`config.mk`:
```
export PLATFORM = sky130hd
export DESIGN_NAME = pwl_slope_precompute
export DESIGN_NICKNAME = d
export VERILOG_FILES = /design/src/rtl/pwl_pkg.sv /design/src/rtl/pwl_slope_divider.sv /design/src/rtl/pwl_slope_precompute.sv
export SDC_FILE = /design/constraint.sdc
export NUM_CORES = 1
export LEC_CHECK = 0
export ABC_AREA = 1
export BUFFER_PORTS_ARGS = -buffer_cell sky130_fd_sc_hd__buf_2
export CAP_MARGIN = 25
export CORE_UTILIZATION = 56
export DETAILED_ROUTE_END_ITERATION = 16
export GPL_TIMING_DRIVEN = 0
export PLACE_DENSITY_LB_ADDON = 0.12
export SLEW_MARGIN = 20
export SYNTH_ARGS = -nofsm -noshare
export SYNTH_HDL_FRONTEND = slang
export SYNTH_SLANG_ARGS = --single-unit
```
`constraint.sdc`:
```
create_clock -name clk -period 2.3 [get_ports clk]
set_input_delay 0.46 -clock clk [delete_from_list [all_inputs] [get_ports clk]]
set_output_delay 0.46 -clock clk [all_outputs]
set_load 0.01 [all_outputs]
```
`src/rtl/pwl_pkg.sv`:
```
// Shared types and constants for the PWL slope precompute block.
// PWL_SLOPE_ROUND_EN selects round-to-nearest quotients and one extra divide cycle.
package pwl_pkg;
  localparam int PWL_SW = 16;

  localparam logic signed [16:0] SLOPE_MAX = 17'sd32767;
  localparam logic signed [16:0] SLOPE_MIN = -17'sd32768;

`ifdef PWL_SLOPE_ROUND_EN
  localparam logic [4:0] DIV_CYCLES = 5'd18;
`else
  localparam logic [4:0] DIV_CYCLES = 5'd17;
`endif

  typedef struct packed {
    logic [PWL_SW-1:0] tm;
    logic [PWL_SW-1:0] sample;
  } pwl_point_t;

  typedef struct packed {
    logic [PWL_SW-1:0] tm;
    logic [PWL_SW-1:0] sample;
    logic [PWL_SW-1:0] slope;
  } pwl_seg_t;

  function automatic logic [PWL_SW-1:0] sat_slope(input logic signed [16:0] q);
    if (q > SLOPE_MAX)      return 16'h7fff;
    else if (q < SLOPE_MIN) return 16'h8000;
    else                    return q[15:0];
  endfunction
endpackage

```
`src/rtl/pwl_slope_divider.sv`:
```
// Restoring sign-magnitude divider: one quotient bit per cycle, fixed latency.
// PWL_SLOPE_ROUND_EN adds a final round-half-away-from-zero cycle.
module pwl_slope_divider
  import pwl_pkg::*;
(
  input  logic               clk,
  input  logic               rst,
  input  logic               start,
  input  logic signed [16:0] ds,
  input  logic signed [16:0] dt,
  output logic               busy,
  output logic               done,
  output logic signed [16:0] quotient,
  output logic               dt_err
);

  logic [4:0]  cnt_q, cnt_d;
  logic [16:0] dvd_q, dvd_d;
  logic [16:0] dvs_q, dvs_d;
  logic [16:0] rem_q, rem_d;
  logic [16:0] quo_q, quo_d;
  logic        neg_q, neg_d;
  logic        err_q, err_d;
  logic        done_q, done_d;
  logic [17:0] rem_sh, rem_sub;
  logic        round_step;

  always_comb begin
    cnt_d      = cnt_q;
    dvd_d      = dvd_q;
    dvs_d      = dvs_q;
    rem_d      = rem_q;
    quo_d      = quo_q;
    neg_d      = neg_q;
    err_d      = err_q;
    done_d     = 1'b0;
    rem_sh     = {rem_q, dvd_q[16]};
    rem_sub    = rem_sh - {1'b0, dvs_q};
    round_step = 1'b0;
`ifdef PWL_SLOPE_ROUND_EN
    round_step = (cnt_q == 5'd1);
`endif
    if (start) begin
      cnt_d = DIV_CYCLES;
      dvd_d = ds[16] ? 17'(-ds) : 17'(ds);
      dvs_d = 17'(dt);
      rem_d = '0;
      quo_d = '0;
      neg_d = ds[16];
      err_d = (dt <= 17'sd0);
    end else if (cnt_q != 5'd0) begin
      cnt_d  = cnt_q - 5'd1;
      done_d = (cnt_q == 5'd1);
      if (round_step) begin
        // remainder is below the divisor, so the doubled value fits 18 bits
        if ({rem_q, 1'b0} >= {1'b0, dvs_q}) quo_d = quo_q + 17'd1;
      end else begin
        dvd_d = {dvd_q[15:0], 1'b0};
        if (!rem_sub[17]) begin
          rem_d = rem_sub[16:0];
          quo_d = {quo_q[15:0], 1'b1};
        end else begin
          rem_d = rem_sh[16:0];
          quo_d = {quo_q[15:0], 1'b0};
        end
      end
    end
  end

  always_ff @(posedge clk or negedge rst) begin
    if (!rst) begin
      cnt_q  <= '0;
      dvd_q  <= '0;
      dvs_q  <= '0;
      rem_q  <= '0;
      quo_q  <= '0;
      neg_q  <= 1'b0;
      err_q  <= 1'b0;
      done_q <= 1'b0;
    end else begin
      cnt_q  <= cnt_d;
      dvd_q  <= dvd_d;
      dvs_q  <= dvs_d;
      rem_q  <= rem_d;
      quo_q  <= quo_d;
      neg_q  <= neg_d;
      err_q  <= err_d;
      done_q <= done_d;
    end
  end

  assign busy     = (cnt_q != 5'd0);
  assign done     = done_q;
  assign dt_err   = err_q;
  assign quotient = err_q ? 17'sd0 : (neg_q ? -$signed(quo_q) : $signed(quo_q));

endmodule

```
`src/rtl/pwl_slope_precompute.sv`:
```
// Pairs successive PWL breakpoints and emits {time, sample, slope} words.
// PWL_SLOPE_ROUND_EN (see divider) switches slopes to round-to-nearest.
//
// state     | meaning
// IDLE      | waiting for first point of a wave
// WAIT_NEXT | holding P, waiting for successor Q
// DIVIDE    | divider computing slope P->Q
// EMIT      | presenting P with its slope
// EMIT_LAST | presenting final point, slope 0, m_last
module pwl_slope_precompute
  import pwl_pkg::*;
#(
  parameter int SAMPLE_WIDTH = 16,
  parameter int IN_WIDTH     = 32,
  parameter int OUT_WIDTH    = 48
) (
  input  logic                 clk,
  input  logic                 rst,
  input  logic [IN_WIDTH-1:0]  s_data,
  input  logic                 s_valid,
  input  logic                 s_last,
  output logic                 s_ready,
  output logic [OUT_WIDTH-1:0] m_data,
  output logic                 m_valid,
  output logic                 m_last,
  input  logic                 m_ready,
  output logic                 err_dt
);

  localparam logic [2:0] IDLE      = 3'd0;
  localparam logic [2:0] WAIT_NEXT = 3'd1;
  localparam logic [2:0] DIVIDE    = 3'd2;
  localparam logic [2:0] EMIT      = 3'd3;
  localparam logic [2:0] EMIT_LAST = 3'd4;

  logic [2:0] state_q, state_d;
  pwl_point_t p_q, p_d, q_q, q_d, s_pt;
  pwl_seg_t   m_data_q, m_data_d;
  logic       q_last_q, q_last_d;
  logic       s_ready_q, s_ready_d;
  logic       m_valid_q, m_valid_d;
  logic       m_last_q, m_last_d;
  logic       err_dt_q, err_dt_d;
  logic       s_xfer, m_xfer, div_start;
  logic       div_busy, div_done, div_dt_err;
  logic signed [SAMPLE_WIDTH:0] ds, dt, div_quo;

  assign s_pt   = pwl_point_t'(s_data[2*PWL_SW-1:0]);
  assign s_xfer = s_valid && s_ready_q;
  assign m_xfer = m_valid_q && m_ready;
  assign ds     = $signed({s_pt.sample[15], s_pt.sample}) - $signed({p_q.sample[15], p_q.sample});
  assign dt     = $signed({1'b0, s_pt.tm}) - $signed({1'b0, p_q.tm});

  pwl_slope_divider u_div (
    .clk      (clk),
    .rst      (rst),
    .start    (div_start),
    .ds       (ds),
    .dt       (dt),
    .busy     (div_busy),
    .done     (div_done),
    .quotient (div_quo),
    .dt_err   (div_dt_err)
  );

  always_comb begin
    state_d   = state_q;
    p_d       = p_q;
    q_d       = q_q;
    q_last_d  = q_last_q;
    m_data_d  = m_data_q;
    m_valid_d = m_valid_q;
    m_last_d  = m_last_q;
    err_dt_d  = err_dt_q;
    div_start = 1'b0;
    case (state_q)
      IDLE: if (s_xfer) begin
        p_d = s_pt;
        if (s_last) begin
          m_data_d  = '{tm: s_pt.tm, sample: s_pt.sample, slope: '0};
          m_valid_d = 1'b1;
          m_last_d  = 1'b1;
          state_d   = EMIT_LAST;
        end else begin
          state_d = WAIT_NEXT;
        end
      end
      WAIT_NEXT: if (s_xfer) begin
        q_d       = s_pt;
        q_last_d  = s_last;
        div_start = 1'b1;
        state_d   = DIVIDE;
      end
      DIVIDE: if (div_done && !div_busy) begin
        m_data_d  = '{tm: p_q.tm, sample: p_q.sample, slope: sat_slope(div_quo)};
        m_valid_d = 1'b1;
        err_dt_d  = err_dt_q | div_dt_err;
        state_d   = EMIT;
      end
      EMIT: if (m_xfer) begin
        p_d = q_q;
        if (q_last_q) begin
          // final point follows back-to-back; m_valid stays high with new data
          m_data_d = '{tm: q_q.tm, sample: q_q.sample, slope: '0};
          m_last_d = 1'b1;
          state_d  = EMIT_LAST;
        end else begin
          m_valid_d = 1'b0;
          state_d   = WAIT_NEXT;
        end
      end
      EMIT_LAST: if (m_xfer) begin
        m_valid_d = 1'b0;
        m_last_d  = 1'b0;
        state_d   = IDLE;
      end
      default: state_d = IDLE;
    endcase
    s_ready_d = (state_d == IDLE) || (state_d == WAIT_NEXT);
  end

  always_ff @(posedge clk or negedge rst) begin
    if (!rst) begin
      state_q   <= IDLE;
      p_q       <= '0;
      q_q       <= '0;
      q_last_q  <= 1'b0;
      m_data_q  <= '0;
      s_ready_q <= 1'b0;
      m_valid_q <= 1'b0;
      m_last_q  <= 1'b0;
      err_dt_q  <= 1'b0;
    end else begin
      state_q   <= state_d;
      p_q       <= p_d;
      q_q       <= q_d;
      q_last_q  <= q_last_d;
      m_data_q  <= m_data_d;
      s_ready_q <= s_ready_d;
      m_valid_q <= m_valid_d;
      m_last_q  <= m_last_d;
      err_dt_q  <= err_dt_d;
    end
  end

  assign s_ready = s_ready_q;
  assign m_data  = OUT_WIDTH'(m_data_q);
  assign m_valid = m_valid_q;
  assign m_last  = m_last_q;
  assign err_dt  = err_dt_q;

endmodule

```
==> metrics.md <==
| Metric | Value |
|---|---|
| Worst r2r dst | `u_div.dvd_q[16]` |
| RSZ-0062 raised after global routing | `true` |
| Total grt overflow | `0` |
| Fin nets | `1907` |
| Fin worst setup slack | `-0.177 ns` |
| Wirelength per Cell | `17.0 microns` |
| Sw frac | `27.9%` |
| Post-synth EDFFs | `0` |
| Final Setup Violations | `11` |
| Starting density of the core | `57.6%` |
| PortBufs | `88` |
| Worst vdd ir | `0.000391 V` |
| Seq. cell area | `0.00490 sq mm` |
| P_sw | `1.99 mW` |
| H-tree Lvls | `4` |
| Post-synthesis sequential area ratio | `40.1%` |
| Design area | `0.0144 sq mm` |
| CP Capture Point | `u_div.dvd_q[16]` |
| Sequential Power Share | `48.3%` |
| Mean Syn Cell Area | `7.28 sq um` |
| Slew of the pin with the lowest slew margin | `0.711 ns` |
| Reg2Reg Setup Slack | `-0.18 ns` |
| Rows | `53` |
| Die Ht | `150 microns` |
| Post-Synthesis Cells | `1678` |
| Die Span X | `150 microns` |
| Top_reg_cell synth | `dfrtp_1` |
| First-pass GRT wire length | `55900 microns` |
| Worst Setup SP | `p_q[0]` |
| Initial antenna violation count | `0` |
| Slowest stage delay, CP | `0.43 ns` |
| Comb power frac | `6.7%` |
| Max clock buf depth | `2` |
| Post-route DRC | `0` |
| R2r startpoint | `p_q[0]` |
| Worst Reg-to-Reg Cells | `15` |
| TritonCTS clock tree | `done` |
| Yosys warning total | `0` |
| Dpl hpwl | `25500 microns` |
| Drt first pass iters | `5` |
| Max Cap Viol | `0` |
| Post-Layout Cell Count | `2102` |
| CP Cell Sequence | `ha_4, inv_4, fa_2, inv_2, ha_4, inv_2, nor2_1, nand2_1, nor2_1, nand3_1, nor2_4, buf_4, nand3_2, nand3b_1, a21oi_1` |
| Pleak | `7.10 nW` |
| DIE AREA | `0.0224 sq mm` |
| Gpl congestion | `0.955` |
| Placed cells | `2043` |
| Pwr dens | `493 mW/mm^2` |
| Multi-input gate area | `0.00663 sq mm` |
| CP Class | `flop to flop` |
| Clock transition at path regs | `0.09 ns` |
| Diode count | `0` |
| CTS Buf Count | `17` |
| Clk pwr share | `45.0%` |
| Final worst path period need | `2.48 ns` |
| Crit share post-route | `108%` |
| Top delay family on crit path | `simple AND/OR/NAND/NOR gates` |
| WP buf/inv | `4` |
| Total GRT Usage | `32.2%` |
| Vias in the first global route | `11100` |
| Top-level I/O count | `89` |
| Routed Wire Length | `35700 microns` |
| Remaining antenna violation count | `0` |
| Layout Area Growth over Synthesis | `18.1%` |
| HP Class | `primary input to flop` |
| CP endpoint kind | `flop` |
| Cell area after synthesis | `0.0122 sq mm` |
| Synth Net Count | `1771` |
| Via density | `5.72` |
| Synth cell types | `49` |
| Element type at the critical path start | `flop` |
| Slew Viols, Final | `0` |
| Critical-path top delay cell | `fa_2` |
| Status | `finished, violations left` |
| Worst slew margin | `52.6%` |
| Clock insertion delay at the later pin of the skew report | `0.46 ns` |
| Root Buffer | `clkbuf_16` |
| Detailed Route Iter0 Violations | `876` |
| Crit. path cell count | `15` |
| Critical path peak fanout | `4` |
| Clock skew | `0.0313 ns` |
| Final Hold Vio Count | `0` |
| Fillcell total | `1789` |
| Req. time, crit path | `2.66 ns` |
| Via count | `12000` |
| FMAX | `404 MHz` |
| Worst path arrival time | `2.84 ns` |
| Power Internal | `5.13 mW` |
| Core ar. | `0.0212 sq mm` |
| Post-Place Cell Area | `0.0131 sq mm` |
| Failing checks | `negative setup slack` |
| FFs w/ async S/R, synth | `100%` |
| Share of layout cells above drive strength 1 | `17.8%` |
| Largest net degree at the start of global routing | `91` |
| Clock sinks | `196` |
| FF+latch count, synth | `196` |
[what timing repair did]
item / CTS / global route
setup buffers: 12 / 13
resized for setup: 21 / 116
pin swaps: 14 / 19
hold buffers: 1 / 0
cloned: 0 / 3
endpoints found under the setup margin: 25 / 92
hold endpoints to repair: 29 / 0
[area by class of cell]
cell class                      count  area share [%]
Clock buffer                       17            2.95
Sequential cell                   196            34.0
Tap cell                          275            2.38
Inverter                          225            5.94
Clock inverter                     15            1.54
Timing Repair Buffer              119            5.23
Buffer                             57            2.11
Multi-Input combinational cell   1198            45.9
[cells in the final DEF (no fill, tap or decap), drive strengths merged, types with 3 or more instances in the layout]
cell,n
xor2,10
o221ai,3
nand3,89
o21bai,6
dfrtp,196
fa,3
clkinv,8
o21ai,207
nand2,483
a22oi,21
buf,144
nor3,16
xnor2,9
a31oi,21
clkbuf,48
nand4,18
inv,232
o211ai,21
ha,53
o22ai,24
nor2,117
nand3b,6
a21oi,73
[power by group through the flow]
| stage | Sequential, mW | Clock (mW) | Combinational (mW) |
|---|---|---|---|
| final | 3.44 | 3.20 | 0.475 |
| after global routing | 3.44 | 3.35 | 0.529 |
| after CTS | 3.44 | 3.24 | 0.428 |
| after detailed placement | 3.51 | 0 | 0.406 |
| after global placement | 3.51 | 0 | 0.388 |
| after floorplan | 3.51 | 0 | 0.208 |
[cell families (layout without fill, tap and decap cells)]
group	after synthesis	after routing	share of synthesized area (%)
simple gates	735	735	25.4
compound gates	386	386	17.7
buf+inv	284	433	9.23
flops	196	196	40.1
fa+ha+maj	56	56	5.92
xor+xnor	19	19	1.36
mux	2	2	0.184
[worst register-to-register path: cells and delay by family (launching register included)]
family                     cells  cell delay (ns)
and+or+nand+nor                7             0.79
DFF                            1             0.41
adders and majority gates      3             0.74
AOI/OAI and AO/OA              1             0.13
buffers and inverters          4             0.33
[synthesized netlist by cell type (9+ instances only)]
cell type    n  area [sq um]
a21oi_1     69           345
a22oi_1     21           158
a31oi_1     21           131
buf_2       20           100
clkbuf_1    31           116
dfrtp_1    196          4900
ha_1        53           663
inv_1      210           788
inv_2       14          52.6
nand2_1    473          1780
nand2_2     10          62.6
nand3_1     82           410
nand4_1     18           113
nor2_1     106           398
nor3_1      13          65.1
o211ai_1    21           158
o21ai_0    199           996
o22ai_1     24           150
xnor2_1      9          78.8
xor2_1      10          87.6
[registers in the layout (all words and copies together), names as in the netlist]
register / cells
u_div.cnt_q: 5
q_last_q: 1
u_div.rem_q: 17
p_q: 32
err_dt: 1
u_div.done: 1
m_data: 48
u_div.dvs_q: 17
u_div.neg_q: 1
u_div.dt_err: 1
state_q: 3
u_div.quo_q: 17
u_div.dvd_q: 17
q_q: 32
m_last: 1
s_ready: 1
m_valid: 1
[worst min-delay path by stage]
| stage | cells past startpoint | from | slack (ns) | to |
|---|---|---|---|---|
| after detailed placement | 1 | rst | 0.34 | u_div.dvd_q[3] |
| final | 3 | s_data[23] | 0.30 | q_q[23] |
| after global routing | 3 | s_data[11] | 0.32 | q_q[11] |
| after floorplan | 0 | rst | 0.16 | err_dt |
| after global placement | 2 | m_data[0] | 0.46 | m_data[0] |
| after CTS | 3 | s_data[28] | 0.29 | q_q[28] |
[per-layer routing]
metal | up-vias | wire length [microns] | part of all wire [%] | track usage (%)
met5 | - | 0 | 0 | 0
met4 | 0 | 907 | 2.5 | 10.6
met3 | 71 | 2600 | 7.3 | 5.40
met2 | 501 | 16000 | 45 | 49.1
met1 | 5645 | 16300 | 46 | 46.5
li1 | 5808 | - | - | -
[metrics by stage]
stage	total power [mW]	TNS [ns]	worst slack (ns)	hold WS [ns]	utilization, %
floorplan	3.72	-0.00782	-0.00782	0.164	-
global placement	3.90	-499.98	-2.54	0.459	61.5
detailed placement	3.92	-7.47	-0.456	0.340	61.8
CTS	7.11	-0.157	-0.0487	0.288	65.6
global route	7.32	-3.30	-0.310	0.317	68.0
finish	7.12	-1.32	-0.177	0.300	68.0
Note: power is estimated with default switching activity, not from simulation.
